--- config.mk ---
export PLATFORM = sky130hd
export DESIGN_NAME = chan_cmd_processor
export DESIGN_NICKNAME = d
export VERILOG_FILES = /design/src/rtl/chan_pkg.sv /design/src/rtl/chan_regfile.sv /design/src/rtl/chan_cmd_processor.sv
export SDC_FILE = /design/constraint.sdc
export NUM_CORES = 1
export LEC_CHECK = 0
export BUFFER_PORTS_ARGS = -buffer_cell sky130_fd_sc_hd__buf_4
export CORE_MARGIN = 4
export CORE_UTILIZATION = 45
export CTS_CLUSTER_DIAMETER = 50
export DETAILED_ROUTE_END_ITERATION = 16
export GPL_TIMING_DRIVEN = 0
export PLACE_DENSITY_LB_ADDON = 0.05
export RECOVER_POWER = 50
export SLEW_MARGIN = 20
export SYNTH_ARGS = -nofsm -noshare
export SYNTH_HDL_FRONTEND = slang
export SYNTH_HIERARCHICAL = 1
export SYNTH_SLANG_ARGS = --single-unit
export TNS_END_PERCENT = 50
--- constraint.sdc ---
create_clock -name clk -period 4.1 [get_ports clk]
set_clock_uncertainty 0.1 [all_clocks]
set_input_delay 0.82 -clock clk [delete_from_list [all_inputs] [get_ports clk]]
set_output_delay 0.82 -clock clk [all_outputs]
set_load 0.02 [all_outputs]
--- src/rtl/chan_pkg.sv ---
// chan_pkg: shared definitions for the channel command processor.
//   - command opcodes (byte[7:6])
//   - FSM state encoding (ST_WRITE_ACK only when WRITE_ACK_EN is defined)
//   - idx_w(): index width helper (clog2, minimum 1). The top derives
//     CH_W = idx_w(NUM_CH) and REG_W = idx_w(NUM_REG) from it.
// Optional feature macro: WRITE_ACK_EN
package chan_pkg;

    localparam logic [1:0] OP_WRITE   = 2'b00;
    localparam logic [1:0] OP_SEL_CH  = 2'b01;
    localparam logic [1:0] OP_SEL_REG = 2'b10;
    localparam logic [1:0] OP_READ    = 2'b11;

    typedef enum logic [1:0] {
        ST_IDLE        = 2'd0,
        ST_WAIT_DATA   = 2'd1,
`ifdef WRITE_ACK_EN
        ST_READ_STREAM = 2'd2,
        ST_WRITE_ACK   = 2'd3
`else
        ST_READ_STREAM = 2'd2
`endif
    } state_t;

    // A 1-entry dimension still needs a 1-bit index.
    function automatic int idx_w(input int n);
        return (n > 1) ? $clog2(n) : 1;
    endfunction

endpackage

--- src/rtl/chan_regfile.sv ---
// chan_regfile: NUM_CH x NUM_REG x 8-bit register storage.
// Ports:
//   clk, rst            clock, synchronous active-high reset (clears all)
//   we, wr_ch, wr_reg,  one synchronous write port
//   wr_data
//   a_ch, a_reg, a_data read port A (TX path), combinational
//   b_ch, b_reg, b_data read port B (display path), combinational
module chan_regfile #(
    parameter int NUM_CH  = 4,
    parameter int NUM_REG = 8,
    parameter int CH_W    = 2,
    parameter int REG_W   = 3
) (
    input  logic             clk,
    input  logic             rst,
    input  logic             we,
    input  logic [CH_W-1:0]  wr_ch,
    input  logic [REG_W-1:0] wr_reg,
    input  logic [7:0]       wr_data,
    input  logic [CH_W-1:0]  a_ch,
    input  logic [REG_W-1:0] a_reg,
    output logic [7:0]       a_data,
    input  logic [CH_W-1:0]  b_ch,
    input  logic [REG_W-1:0] b_reg,
    output logic [7:0]       b_data
);

    logic [NUM_CH-1:0][NUM_REG-1:0][7:0] mem;

    always_ff @(posedge clk) begin
        if (rst)
            mem <= '0;
        else if (we)
            mem[wr_ch][wr_reg] <= wr_data;
    end

    assign a_data = mem[a_ch][a_reg];
    assign b_data = mem[b_ch][b_reg];

endmodule

--- src/rtl/chan_cmd_processor.sv ---
// chan_cmd_processor: decodes a 2-bit-opcode byte protocol from uart_rx into
// a NUM_CH x NUM_REG register file, streams read-back bytes to uart_tx over a
// valid/ready handshake, and provides a button-driven browse view for the
// 7-segment display.
// Ports:
//   clk, rst                        clock, synchronous active-high reset
//   rx_data, rx_valid, rx_parity_err  received byte stream
//   tx_data, tx_valid, tx_ready     read-back stream (held until accepted)
//   btn_next, browse_reg            browse controls
//   cur_ch, cur_reg                 protocol channel / register pointer
//   disp_ch, disp_reg, disp_data    browse pointers and registered value
//   err_count                       saturating error counter
//   busy                            streaming (or acking a write)
// Optional feature macro: WRITE_ACK_EN (echo each written byte on tx).
module chan_cmd_processor
    import chan_pkg::*;
#(
    parameter int NUM_CH      = 4,
    parameter int NUM_REG     = 8,
    parameter int TIMEOUT_CYC = 100000,
    parameter int ERR_W       = 8
) (
    input  logic                       clk,
    input  logic                       rst,
    input  logic [7:0]                 rx_data,
    input  logic                       rx_valid,
    input  logic                       rx_parity_err,
    output logic [7:0]                 tx_data,
    output logic                       tx_valid,
    input  logic                       tx_ready,
    input  logic                       btn_next,
    input  logic                       browse_reg,
    output logic [idx_w(NUM_CH)-1:0]   cur_ch,
    output logic [idx_w(NUM_REG)-1:0]  cur_reg,
    output logic [idx_w(NUM_CH)-1:0]   disp_ch,
    output logic [idx_w(NUM_REG)-1:0]  disp_reg,
    output logic [7:0]                 disp_data,
    output logic [ERR_W-1:0]           err_count,
    output logic                       busy
);

    localparam int CH_W  = idx_w(NUM_CH);
    localparam int REG_W = idx_w(NUM_REG);
    localparam int TMO_W = idx_w(TIMEOUT_CYC + 1);
    localparam logic [CH_W-1:0]  CH_LAST  = CH_W'(NUM_CH - 1);
    localparam logic [REG_W-1:0] REG_LAST = REG_W'(NUM_REG - 1);

    state_t state, state_nxt;

    logic [6:0]       rd_left;   // bytes still to send in READ_STREAM
    logic [TMO_W-1:0] tmo_cnt;
    logic [7:0]       a_data, b_data;

    logic [1:0] op;
    logic [5:0] arg;
    assign op  = rx_data[7:6];
    assign arg = rx_data[5:0];

    logic good, xfer, ch_ok, reg_ok, tmo_hit;
    assign good    = rx_valid & ~rx_parity_err;
    assign xfer    = tx_valid & tx_ready;
    assign ch_ok   = 32'(arg) < NUM_CH;
    assign reg_ok  = 32'(arg) < NUM_REG;
    assign tmo_hit = (tmo_cnt == TMO_W'(TIMEOUT_CYC - 1));

    logic [REG_W-1:0] reg_inc;
    assign reg_inc = (cur_reg == REG_LAST) ? '0 : cur_reg + 1'b1;

    logic [6:0] rd_n;
    assign rd_n = (arg == 6'd0) ? 7'(NUM_REG) : {1'b0, arg};

    // Output-decode strobes
    logic wr_en, cmd_err, tmo_err, do_sel_ch, do_sel_reg, do_read, stream_xfer;
`ifdef WRITE_ACK_EN
    logic ack_done;
`endif
    logic err_inc;

    // ---- FSM: state register ----
    always_ff @(posedge clk) begin
        if (rst) state <= ST_IDLE;
        else     state <= state_nxt;
    end

    // ---- FSM: next state ----
    always_comb begin
        state_nxt = state;
        case (state)
            ST_IDLE: begin
                if (good && op == OP_WRITE)     state_nxt = ST_WAIT_DATA;
                else if (good && op == OP_READ) state_nxt = ST_READ_STREAM;
            end
            ST_WAIT_DATA: begin
                // A parity-bad byte aborts without writing.
                if (rx_valid) begin
`ifdef WRITE_ACK_EN
                    state_nxt = good ? ST_WRITE_ACK : ST_IDLE;
`else
                    state_nxt = ST_IDLE;
`endif
                end else if (tmo_hit) begin
                    state_nxt = ST_IDLE;
                end
            end
            ST_READ_STREAM: begin
                if (xfer && rd_left == 7'd1) state_nxt = ST_IDLE;
            end
`ifdef WRITE_ACK_EN
            ST_WRITE_ACK: begin
                if (xfer) state_nxt = ST_IDLE;
            end
`endif
            default: state_nxt = ST_IDLE;
        endcase
    end

    // ---- FSM: outputs ----
    always_comb begin
        busy        = 1'b0;
        wr_en       = 1'b0;
        cmd_err     = 1'b0;
        tmo_err     = 1'b0;
        do_sel_ch   = 1'b0;
        do_sel_reg  = 1'b0;
        do_read     = 1'b0;
        stream_xfer = 1'b0;
`ifdef WRITE_ACK_EN
        ack_done    = 1'b0;
`endif
        case (state)
            ST_IDLE: begin
                if (good) begin
                    case (op)
                        OP_SEL_CH:  if (ch_ok)  do_sel_ch  = 1'b1; else cmd_err = 1'b1;
                        OP_SEL_REG: if (reg_ok) do_sel_reg = 1'b1; else cmd_err = 1'b1;
                        OP_READ:    do_read = 1'b1;
                        default:    ;
                    endcase
                end
            end
            ST_WAIT_DATA: begin
                wr_en   = good;
                tmo_err = ~rx_valid & tmo_hit;
            end
            ST_READ_STREAM: begin
                busy        = 1'b1;
                stream_xfer = xfer;
            end
`ifdef WRITE_ACK_EN
            ST_WRITE_ACK: begin
                busy     = 1'b1;
                ack_done = xfer;
            end
`endif
            default: ;
        endcase
    end

    // All error sources OR together so a cycle adds at most one.
    assign err_inc = (rx_valid & rx_parity_err) | (rx_valid & busy) | cmd_err | tmo_err;

    // ---- datapath ----
    always_ff @(posedge clk) begin
        if (rst) begin
            cur_ch    <= '0;
            cur_reg   <= '0;
            disp_ch   <= '0;
            disp_reg  <= '0;
            disp_data <= '0;
            err_count <= '0;
            tx_valid  <= 1'b0;
            tx_data   <= '0;
            rd_left   <= '0;
            tmo_cnt   <= '0;
        end else begin
            if (err_inc && err_count != '1)
                err_count <= err_count + 1'b1;

            // Counter sits at 0 outside WAIT_DATA, so every entry starts fresh.
            if (state != ST_WAIT_DATA) tmo_cnt <= '0;
            else if (!tmo_hit)         tmo_cnt <= tmo_cnt + 1'b1;

            if (do_sel_ch) begin
                cur_ch  <= arg[CH_W-1:0];
                cur_reg <= '0;
            end
            if (do_sel_reg)
                cur_reg <= arg[REG_W-1:0];

            if (do_read) begin
                tx_data  <= a_data;
                tx_valid <= 1'b1;
                rd_left  <= rd_n;
            end

            if (wr_en) begin
                cur_reg <= reg_inc;
`ifdef WRITE_ACK_EN
                tx_data  <= rx_data;
                tx_valid <= 1'b1;
`endif
            end

            // Port A already looks at cur_reg+1 while streaming, so the next
            // byte loads on the accepting edge with no bubble.
            if (stream_xfer) begin
                cur_reg <= reg_inc;
                if (rd_left == 7'd1) begin
                    tx_valid <= 1'b0;
                end else begin
                    tx_data <= a_data;
                    rd_left <= rd_left - 1'b1;
                end
            end

`ifdef WRITE_ACK_EN
            if (ack_done)
                tx_valid <= 1'b0;
`endif

            if (btn_next) begin
                if (browse_reg) disp_reg <= (disp_reg == REG_LAST) ? '0 : disp_reg + 1'b1;
                else            disp_ch  <= (disp_ch == CH_LAST)   ? '0 : disp_ch + 1'b1;
            end

            disp_data <= b_data;
        end
    end

    chan_regfile #(
        .NUM_CH  (NUM_CH),
        .NUM_REG (NUM_REG),
        .CH_W    (CH_W),
        .REG_W   (REG_W)
    ) u_regfile (
        .clk     (clk),
        .rst     (rst),
        .we      (wr_en),
        .wr_ch   (cur_ch),
        .wr_reg  (cur_reg),
        .wr_data (rx_data),
        .a_ch    (cur_ch),
        .a_reg   ((state == ST_READ_STREAM) ? reg_inc : cur_reg),
        .a_data  (a_data),
        .b_ch    (disp_ch),
        .b_reg   (disp_reg),
        .b_data  (b_data)
    );

endmodule

# --- Yosys cells after proc, flatten, opt, wreduce, memory -nomap -nowiden ---
# Cells that the tools add are included.
totals:
  ramBits: 0
  input_bits: 15
  latchBits: 0
  rom_bits: 0
  out_inout_bits: 36
  register_bits: 317
  wordCells: 155
  mem_count: 0
classes:
  reduce_logical: 14
  mul: 0
  addsub: 6
  n_div: 0
  shifts: 0
  n_bitwise: 11
  mux: 57
  eq_ne: 15
  magnitude_cmp: 9
op_table:
  columns: ["cell", "n"]
  rows:
  - ["binary-select mux 64 bit (select 2 bit)", 2]
  - ["bitwise mux 256 bit", 1]
  - ["two-way mux 64 bit", 3]
  - ["demux 64 bit (select 2 bit)", 1]
  - ["binary-select mux 8 bit (select 3 bit)", 2]
  - ["two-way mux 8 bit", 6]
  - ["demux 8 bit (select 3 bit)", 1]
  - ["two-way mux 1 bit", 22]
  - ["two-way mux 3 bit", 7]
  - ["two-way mux 7 bit", 3]
  - ["adder 17 x 1 -> 17 bit, second input constant", 1]
  - ["== test 17 bit, second input constant", 1]
  - ["< comparator 3 x 4 -> 1 bit, second input constant", 3]
  - ["two-way mux 2 bit", 6]
  - ["adder 8 x 1 -> 8 bit, second input constant", 1]
  - ["== test 2 bit, second input constant", 4]
  - ["inequality test 8 bit, second input constant", 1]
  - ["== test 7 x 1 -> 1 bit, second input constant", 1]
  - ["subtractor 7 x 1 -> 7 bit, second input constant", 1]
  - ["adder 3 x 1 -> 3 bit, second input constant", 2]
  - ["== test 3 bit, second input constant", 2]
  - ["logical AND 1 bit", 6]
  - ["logical NOT 6 bit", 1]
  - ["< comparator 2 x 3 -> 1 bit, second input constant", 2]
  - ["other kinds (20)", 32]

# --- Depth between registers and ports, before layout ---
# Gate-level depths: netlist of the first run.
logic_depth:
  ltp_word: 9
  ltp_mapped: 11
  depth_no_buf: 9

# --- Hierarchy ---
# The synthesis of the first run kept the hierarchy.
by_module_without_submodules:
  columns: ["mod", "area_per_inst_um2", "n_inst", "seq_area_each_um2", "cells_per_inst"]
  rows:
  - ["chan_regfile", 13754.4, 1, 5124.9, 1423]
  - ["chan_cmd_processor", 2890.3, 1, 1221.2, 336]

# --- Least setup slack after synthesis of the first run ---
# OpenSTA, ideal clock, no wires.
synth_path:
  path_type: "reg-to-reg"
  startpoint: "register cur_reg[0]"
  endpoint: "register tx_data[7]"
  synth_period_minus_slack_ns: 3.085
  arrival_time_ns: 2.853
  path_buffers: 2
  setup_slack_ns: 1.015
  required_ns: 3.868
  path_stages_with_launch: 12
  setup_ns: 0.132
  cell_sequence: "dfxtp_1 -> ha_1 -> ha_1 -> nor2_1 -> mux2_2 -> buf_6 -> buf_2 -> mux4_2 -> mux4_2 -> mux2_2 -> nand2_1 -> a21oi_1"
synth_between:
  elab_chain_cells: 8
  elab_cells_between_ends: 9
  cone_classes: "add/sub (1); eq/ne (1); mux (7)"
synth_lines:
  columns: ["item", "line", "text"]
  rows:
  - ["start, declared", "chan_cmd_processor.sv:34", "output logic [idx_w(NUM_REG)-1:0] cur_reg,"]
  - ["start signal, assigned", "chan_cmd_processor.sv:188", "cur_reg <= arg[REG_W-1:0];"]
  - ["start signal, assigned", "chan_cmd_processor.sv:197", "cur_reg <= reg_inc;"]
  - ["start signal, assigned", "chan_cmd_processor.sv:207", "cur_reg <= reg_inc;"]
  - ["adder 3 x 1 -> 3 bit or == test 3 bit (tied branches)", "chan_cmd_processor.sv:67", "assign reg_inc = (cur_reg == REG_LAST) ? '0 : cur_reg + 1'b1;"]
  - ["two-way mux 3 bit", "chan_cmd_processor.sv:67", null]
  - ["two-way mux 3 bit *", "chan_cmd_processor.sv:243", ".a_reg ((state == ST_READ_STREAM) ? reg_inc : cur_reg),"]
  - ["binary-select mux 8 bit (select 3 bit) *", "chan_regfile.sv:37", "assign a_data = mem[a_ch][a_reg];"]
  - ["two-way mux 8 bit (implied by the code) *", "chan_regfile.sv:37", null]
  - ["named net a_data[7]", "chan_cmd_processor.sv:52", "logic [7:0] a_data, b_data;"]
  - ["two-way mux 8 bit", "chan_cmd_processor.sv:190", "if (do_read) begin"]
  - ["two-way mux 8 bit", "chan_cmd_processor.sv:208", "if (rd_left == 7'd1) begin"]
  - ["two-way mux 8 bit *", "chan_cmd_processor.sv:206", "if (stream_xfer) begin"]
  - ["end signal, assigned", "chan_cmd_processor.sv:191", "tx_data <= a_data;"]
  - ["end signal, assigned", "chan_cmd_processor.sv:211", "tx_data <= a_data;"]
  - ["end, declared", "chan_cmd_processor.sv:28", "output logic [7:0] tx_data,"]
# The timed path passes the listed nets; every way through them passes the cells marked *. The select of a mux whose other input is x is not followed.
# A chain may end at the register's enable or synchronous reset.

# --- Final worst setup path of the first run ---
layout_path:
  startpoint: "register cur_reg[0]"
  endpoint: "register tx_data[6]"
# Same word-level chain as after synthesis.

==> metrics.txt, run 1 <==
status complete, no violations; leading cell type in the layout, fill and taps excluded dfxtp_1; Clock Sinks 317; Worst Setup Path Type register to register; GR peak layer met2; Synth top area share 0.3813; critical-path cell list ha_1 > ha_1 > nor2_1 > mux2_2 > buf_6 > buf_2 > mux4_2 > mux4_2 > mux2_2 > nand2_1 > a21oi_1; Tmin final 3644 ps; post-synthesis sequential area ratio 0.3813; Slew HR 0.2216; slowest cell on the critical path mux4_2; max reg flops 256; Max VDD drop 0.2806 mV; final core area utilization 0.5165; DP HPWL 51.87 mm; Largest regs u_regfile/mem (256), tmo_cnt (17); hold_buf cts 0; nets@finish 1881; Total Power 7285 µW; power per cell area 386.2 nW/µm²; Via density 6.775; setup bufs post-CTS 0; CP Buf/Inv Count 2; clock share of power 0.521; Final Hold Fails 0; RSZ-0062 raised after global routing false; Vias 15930; HP Class register to register; Critical Path Start Type register; Final Non-Filler Cells 2352; # setup viols final 0; met3 Track Usage GR 0.1112; most frequent cells in the layout dfxtp_1 (317), a21oi_1 (281), o21ai_0 (267), nand3_1 (267), clkbuf_1 (212); max frequency 274.4 MHz; placed insts 2276; top post-synthesis cells by area dfxtp_1 (38%), mux4_2 (22%), a21oi_1 (8.4%); synthesized net count 1787; EDFF count, synth 0; total CTS buffers 43; number of global-route vias before repair 14900; Int Pwr 5481 µW; DRC violations left 0; Seq cells post-synth 317; clk_lat worst skew 560 ps; critical path endpoint category register; Starting DRT DRC Count 1771; Top reg by flops u_regfile/mem; mapped cell area 16640 µm²; Worst Path Required 4420 ps; first drt pass iteration count 5; asr flop ratio synth 0; Cell Rows 70; post-cts gate resize count 0; gr usage total 0.3410; Yosys warnings 6; top_reg_cell synth dfxtp_1; Logic pwr share 0.054; Post-Route WL 70.86 mm; slew at the pin closest to its max-slew limit 1168 ps; Max Cap Violations 0; Setup WS post-layout 456.3 ps; Clk pin slew, worst setup/hold paths 60 ps; ratio of cells with drive above 1 in the final layout 0.1625; syn avg cell area 9.463 µm²; CTS tree built; grt met1 use 0.4449; Core Region 36520 µm²; Chip Height 200.3 µm; Data arrival, critical path 3970 ps; I/O pins 51; Final Max Slew Viols 0; Die X 200.3 µm; post-DR wirelength/cell 30.13 µm; Switching Share 0.2477; Final period util 0.8887; Post-Syn Instances 1759; sequential share of power 0.425; Root Buffer clkbuf_16; Final ANT Viol Nets 0; slowest stage delay, CP 660 ps; Switch Pwr 1805 µW; CP delay by family, top multiplexers; pin count of the biggest net entering global routing 13; number of library cell types mapped by synthesis 54; setup TNS 0 ps; DP Worst Slack 503.4 ps; total gr overflow 0; Max clock buf depth 3; # port buffers 49; Layout Area Growth over Synthesis 13.34%; die area 40130 µm²; Lkg Pwr 0.005743 µW; Synth area leader dfxtp_1; H-Tree Level Count 2; Routability Congestion 1.012; Max FO, Critical Path 12; Initial Utilization 0.4557; initial antenna violation count 0; met2 GRT Util 0.5234; first-pass GRT wire length 102.1 mm
path summary, 6_finish.rpt:
check / start / end / slack (ps) / cells past startpoint
setup reg to reg: cur_reg[0] / tx_data[6] / 460 / 11
setup / recovery: cur_reg[0] / tx_data[6] / 460 / 11
hold reg to reg: tx_data[4] / tx_data[4] / 350 / 2
hold / removal: tx_data[4] / tx_data[4] / 350 / 2
worst register-to-register path, stage by stage, from the launching register on:
cell and delay, ps:
dfxtp_1 440, ha_1 270, ha_1 170, nor2_1 110, mux2_2 180, buf_6 190
buf_2 430, mux4_2 660, mux4_2 490, mux2_2 300, nand2_1 100, a21oi_1 80
cell usage after synthesis (3+ instances only):
cell and instances:
buf_4 10, nand2b_1 4, buf_1 19, nor3b_1 5, nor2b_1 15, a22oi_1 3
mux4_2 160, xnor2_1 6, and3b_1 5, nand2_1 38, or3_1 6, nand4_1 9
xor2_1 8, a31oi_1 4, dfxtp_1 317, clkbuf_1 160, mux2_2 22, buf_6 3
a21oi_1 281, o21ai_0 267, buf_2 18, mux2i_1 3, ha_1 13, nand3_1 267
or3b_2 5, nor2_1 42, and3_1 6, nor3_1 13, inv_1 12, nand3b_1 6
cells by family after synthesis:
logic type	after synthesis	share of synthesized area
adder cells (fa/ha/maj)	13	0.009772
XOR/XNOR	14	0.007367
buffers and inverters	222	0.05503
multiplexers	185	0.2332
flip-flops	317	0.3813
AO/OA/AOI/OAI	573	0.1772
AND/OR/NAND/NOR	435	0.1362
per-stage QoR:
step	hold WS (ps)	instance area, µm²
floorplan	343.3	16640
global placement	341.1	17600
detailed placement	344.7	17600
CTS	352.5	19020
global route	364.3	18860
finish	350.8	18870
final cells by class:
class / count / area (µm²)
multi-input combinational: 1220 / 9373
clock buffer: 56 / 1217
fill: 3528 / 17660
inverter: 12 / 45.04
sequential: 317 / 6346
antenna: 1 / 2.502
timing repair buffer: 49 / 229.0
clock inverter: 19 / 203.9
tap: 468 / 585.6
buffer: 210 / 863.3
metal layers:
layer / vias to the layer above / share of wire
li1: 6808 / -
met1: 7876 / 0.38
met2: 1014 / 0.44
met3: 236 / 0.12
met4: 0 / 0.053
met5: - / 0
power by group through the flow:
stage,Combinational (µW),Sequential (µW),Clock [µW]
2_1_floorplan,213,3170,0
3_3_place_gp,386,3160,0
3_5_place_dp,387,3160,0
4_1_cts,387,3100,3840
5_1_grt,404,3100,3980
6_report,393,3100,3800
Power figures use the tool's default switching activity.
==> run 2: changes to the inputs <==
CORE_ASPECT_RATIO = 2   (was unset)
==> run 2 against run 1 <==
- fmax down 0.13%
- critical path depth stayed put
- utilization decreased by 0.87 points
- clock power is 18% lower
- routed wire length up 9.7%
- global-route usage grew 4.4 points
- critical path type unchanged
- highest routed layer is now met5
==> metrics.txt, run 2 (synthesized netlist as in run 1, its figures left out) <==
Max FO, Critical Path 11 (was 12); CTS tree built (unchanged); final instance area 18560 µm² (was 18870 µm²); clk_lat worst skew 550 ps (was 560 ps); most frequent cells in the layout dfxtp_1 (317), a21oi_1 (281), o21ai_0 (267), nand3_1 (267), clkbuf_1 (212) (unchanged); Worst Setup Path Type register to register (unchanged); Via density 6.938 (was 6.775); Tmin final 3649 ps (was 3644 ps); setup bufs post-CTS 0 (unchanged); CP delay by family, top multiplexers (unchanged); Cell Rows 99 (was 70); Final ANT Viol Nets 0 (unchanged); Root Buffer clkbuf_16 (unchanged); critical path endpoint category register (unchanged); ratio of cells with drive above 1 in the final layout 0.1556 (was 0.1625); Max VDD drop 0.3333 mV (was 0.2806 mV); Hold Path Stages 2 (unchanged); critical-path cell list ha_1 > ha_1 > nor2_1 > mux2_2 > buf_6 > buf_2 > mux4_2 > mux4_2 > mux2_2 > nand2_1 > a21oi_1 (unchanged); Max Cap Violations 0 (unchanged); leading cell type in the layout, fill and taps excluded dfxtp_1 (unchanged); Final period util 0.8899 (was 0.8887); Lkg Pwr 0.005584 µW (was 0.005743 µW); Logic pwr share 0.061 (was 0.054); nets@finish 1872 (was 1881); Max clock buf depth 3 (unchanged); hold_buf cts 0 (unchanged); post-cts gate resize count 0 (unchanged); slowest cell on the critical path mux4_2 (unchanged); Clk pin slew, worst setup/hold paths 60 ps (about the same); Die X 144.0 µm (was 200.3 µm); number of global-route vias before repair 15940 (was 14900); Clock Sinks 317 (unchanged); I/O pins 51 (unchanged); Data arrival, critical path 3950 ps (was 3970 ps); WP depth 11 (unchanged); Layout Area Growth over Synthesis 11.49% (was 13.34%); initial antenna violation count 15 (was 0); # port buffers 49 (unchanged); Core Region 36540 µm² (was 36520 µm²); Largest regs u_regfile/mem (256), tmo_cnt (17) (unchanged); first drt pass iteration count 6 (was 5); Slew HR 0.09402 (was 0.2216); post-DR wirelength/cell 33.27 µm (was 30.13 µm); first-pass GRT wire length 110.6 mm (was 102.1 mm); Multi-input gate area 9368 µm² (was 9373 µm²); # setup viols final 0 (unchanged); Initial Utilization 0.4555 (was 0.4557); total gr overflow 0 (unchanged); DRC violations left 0 (unchanged); status complete, no violations (unchanged); Register Area 6346 µm² (unchanged); Switch Pwr 1696 µW (was 1805 µW); Critical Path Start Type register (unchanged); DP Area 17590 µm² (was 17600 µm²); pin count of the biggest net entering global routing 15 (was 13); DP HPWL 58.27 mm (was 51.87 mm); GR peak layer met2 (unchanged); total CTS buffers 34 (was 43); Worst Path Required 4400 ps (was 4420 ps); H-Tree Level Count 2 (unchanged); sequential share of power 0.467 (was 0.425); R2R depth 11 (unchanged); max reg flops 256 (unchanged); setup TNS 0 ps (unchanged); Routability Congestion 1.082 (was 1.012); Starting DRT DRC Count 1700 (was 1771); Final Max Slew Viols 0 (unchanged); HP Class register to register (unchanged); Top reg by flops u_regfile/mem (unchanged); Int Pwr 4937 µW (was 5481 µW); Chip Height 280.0 µm (was 200.3 µm); met2 GRT Util 0.6357 (was 0.5234); Final Hold Fails 0 (unchanged); met3 Track Usage GR 0.09244 (was 0.1112); Vias 16210 (was 15930); RSZ-0062 raised after global routing false (unchanged); Switching Share 0.2556 (was 0.2477); gr usage total 0.3851 (was 0.3410); Fillers 3594 (was 3528); die area 40320 µm² (was 40130 µm²); Post-Route WL 77.72 mm (was 70.86 mm); clock share of power 0.473 (was 0.521); CP Buf/Inv Count 2 (unchanged); slowest stage delay, CP 660 ps (about the same); grt met1 use 0.3779 (was 0.4449); slew at the pin closest to its max-slew limit 1356 ps (was 1168 ps); max frequency 274.1 MHz (was 274.4 MHz); power per cell area 357.4 nW/µm² (was 386.2 nW/µm²)
run 2: changes by cell type in the layout (fill, tap and decap cells not counted), sizes merged:
cell      before  now
buf           53   54
bufinv         3    0
clkbuf       262  254
clkinvlp       2    3
diode          1   12
inv           17   13
run 2: area by class of cell:
class,instances,area share
Sequential cell,317,0.3420
Antenna cell,12,0.001618
Clock inverter,13,0.004652
Multi-Input combinational cell,1220,0.5048
Timing Repair Buffer,49,0.01234
Clock buffer,49,0.05502
Tap cell,454,0.03061
Buffer,210,0.04652
Inverter,12,0.002427
run 2: stage by stage:
step	hold WS, ps	util	cells	total power [µW]	setup slack [ps]
after floorplan	343.3	-	1759	3381	1015
after global placement	348.4	0.4811	2262	3560	470.6
after detailed placement	346.5	0.4813	2262	3562	475.1
after CTS	354.9	0.5116	2324	6662	459.3
after global routing	383.1	0.5071	2325	6780	282.3
final	354.1	0.5078	2336	6633	451.5
run 2: path summary, 6_finish.rpt:
kind / slack (ps) / end / from
worst min-delay path: 350 / tx_data[1] / tx_data[1]
worst min register to register: 350 / tx_data[1] / tx_data[1]
worst max-delay path: 450 / tx_data[5] / cur_reg[1]
worst max register to register: 450 / tx_data[5] / cur_reg[1]
run 2: layer usage:
metal / vias to the layer above / share of wire / wire length [µm]
met1: 7900 / 0.30 / 23540
met3: 437 / 0.081 / 6285
met4: 10 / 0.13 / 10220
met5: - / 0.00081 / 63
li1: 6806 / - / -
met2: 1055 / 0.48 / 37620
run 2: tightest hold or removal path, delay by kind of cell, from the launching register on:
kind	cells	cell delay [ps]
AOI/OAI and AO/OA	1	50
and+or+nand+nor	1	50
DFF	1	310
run 2: power by group through the flow:
| stage | combinational (µW) | sequential [µW] | clock, µW |
|---|---|---|---|
| global placement | 395 | 3160 | 0 |
| floorplan | 213 | 3170 | 0 |
| detailed placement | 397 | 3160 | 0 |
| global route | 412 | 3090 | 3270 |
| CTS | 398 | 3090 | 3170 |
| finish | 403 | 3090 | 3130 |
==> run 3: changes to the inputs <==
BUFFER_PORTS_ARGS = -buffer_cell sky130_fd_sc_hd__clkbuf_2   (was -buffer_cell sky130_fd_sc_hd__buf_4)
==> run 3 against run 2 <==
- clock power up 2%
- first-iteration DRC count up 4.2%
- combinational power about the same
- largest power group unchanged
- total power up 0.82%
- via count down 0.76%
==> metrics.txt, run 3 (synthesized netlist as in run 1, its figures left out) <==
Slew HR 0.01945 (was 0.09402); DP Worst Slack 455.5 ps (was 475.1 ps); Top reg by flops u_regfile/mem (unchanged); initial antenna violation count 6 (was 15); # setup viols final 0 (unchanged); Cell Rows 99 (unchanged); Starting DRT DRC Count 1771 (was 1700); Via density 6.918 (was 6.938); first-pass GRT wire length 110.6 mm (about the same); Final Hold Fails 0 (unchanged); post-cts gate resize count 0 (unchanged); gr usage total 0.3866 (was 0.3851); Max clock buf depth 3 (unchanged); Lkg Pwr 0.005583 µW (was 0.005584 µW); Switching Share 0.2508 (was 0.2556); total CTS buffers 35 (was 34); H-Tree Level Count 2 (unchanged); setup bufs post-CTS 0 (unchanged); Root Buffer clkbuf_16 (unchanged); Setup WS post-layout 491.1 ps (was 451.5 ps); slew at the pin closest to its max-slew limit 1468 ps (was 1356 ps); setup TNS 0 ps (unchanged); post-DR wirelength/cell 33.81 µm (was 33.27 µm); final instance area 18520 µm² (was 18560 µm²); FF-to-FF setup slack 490 ps (was 450 ps); sequential share of power 0.463 (was 0.467); Post-Route WL 78.60 mm (was 77.72 mm); Fillers 3556 (was 3594); Max Cap Violations 0 (unchanged); Int Pwr 5010 µW (was 4937 µW); Final period util 0.8802 (was 0.8899); Chip Height 280.0 µm (unchanged); Core Region 36540 µm² (unchanged); DP Area 17460 µm² (was 17590 µm²); most frequent cells in the layout dfxtp_1 (317), a21oi_1 (281), o21ai_0 (267), nand3_1 (267), clkbuf_1 (213) (was dfxtp_1 (317), a21oi_1 (281), o21ai_0 (267), nand3_1 (267), clkbuf_1 (212)); I/O pins 51 (unchanged); hold_buf cts 0 (unchanged); Final Max Slew Viols 0 (unchanged); first drt pass iteration count 6 (unchanged); # port buffers 49 (unchanged); Logic pwr share 0.061 (about the same); die area 40320 µm² (unchanged); Final ANT Viol Nets 0 (unchanged); power per cell area 361.1 nW/µm² (was 357.4 nW/µm²); critical path endpoint category register (unchanged); DRC violations left 0 (unchanged); RSZ-0062 raised after global routing false (unchanged); clk_lat worst skew 540 ps (was 550 ps); Worst Setup Path Type register to register (unchanged); Clock Sinks 317 (unchanged); Layout Area Growth over Synthesis 11.27% (was 11.49%); total gr overflow 0 (unchanged); status complete, no violations (unchanged); clock share of power 0.477 (was 0.473); number of global-route vias before repair 15480 (was 15940); CTS tree built (unchanged); Vias 16090 (was 16210); Routability Congestion 1.056 (was 1.082); Max FO, Critical Path 12 (was 11); max reg flops 256 (unchanged); leading cell type in the layout, fill and taps excluded dfxtp_1 (unchanged); Worst Path Required 4390 ps (was 4400 ps); nets@finish 1873 (was 1872); ratio of cells with drive above 1 in the final layout 0.1546 (was 0.1556); Clk pin slew, worst setup/hold paths 60 ps (about the same); Die X 144.0 µm (unchanged); pin count of the biggest net entering global routing 14 (was 15); DP HPWL 59.06 mm (was 58.27 mm); Switch Pwr 1677 µW (was 1696 µW); Max VDD drop 0.2723 mV (was 0.3333 mV); Initial Utilization 0.4555 (unchanged); HP Class register to register (unchanged); Largest regs u_regfile/mem (256), tmo_cnt (17) (unchanged); max frequency 277.1 MHz (was 274.1 MHz); Tmin final 3609 ps (was 3649 ps); Critical Path Start Type register (unchanged); Data arrival, critical path 3900 ps (was 3950 ps)
==> run 3: final cells by class <==
type	instances	area (µm²)	area share
flip-flops and latches	317	6346	0.3427
plain buffers	210	863.3	0.04662
clock inverters	9	78.83	0.004256
well taps	454	568.0	0.03067
inverters	12	45.04	0.002432
repair buffers	49	198.9	0.01074
clock buffers	52	1042	0.05628
multi-input cells	1220	9373	0.5061
diodes	2	5.005	0.0002702
==> run 3: worst max-delay path, stage by stage, from the launching register on <==
cell,delay (ps)
dfxtp_1,440
ha_1,270
ha_1,170
nor2_1,120
mux2_2,180
buf_6,180
buf_2,410
mux4_2,650
mux4_2,520
mux2_2,300
nand2_1,60
a21oi_1,60
==> run 3: per-stage QoR <==
step / power [µW] / std cells / utilization / hold slack, ps
floorplan: 3381 / 1759 / - / 343.3
global placement: 3557 / 2262 / 0.4778 / 348.3
detailed placement: 3561 / 2262 / 0.4779 / 349.6
CTS: 6706 / 2323 / 0.5086 / 356.0
global route: 6847 / 2324 / 0.5068 / 385.4
finish: 6687 / 2325 / 0.5068 / 353.2
==> run 3: layer usage <==
metal | track usage | vias to the layer above | part of all wire
li1 | - | 6792 | -
met1 | 0.3756 | 7847 | 0.30
met2 | 0.6431 | 1004 | 0.48
met3 | 0.09756 | 436 | 0.085
met4 | 0.3765 | 6 | 0.13
met5 | 0 | - | 0.00059
==> run 3: worst paths after layout <==
path,startpoint,end,depth (start not counted)
min reg2reg,tx_data[7],tx_data[7],2
max reg2reg,cur_reg[0],tx_data[3],11
max,cur_reg[0],tx_data[3],11
min,tx_data[7],tx_data[7],2
==> run 3: power by group through the flow <==
stage                     registers, µW  logic [µW]  clock network (µW)
final                              3100         405                3190
after global routing               3100         413                3340
after CTS                          3100         397                3210
after detailed placement           3160         396                   0
after global placement             3160         393                   0
after floorplan                    3170         213                   0
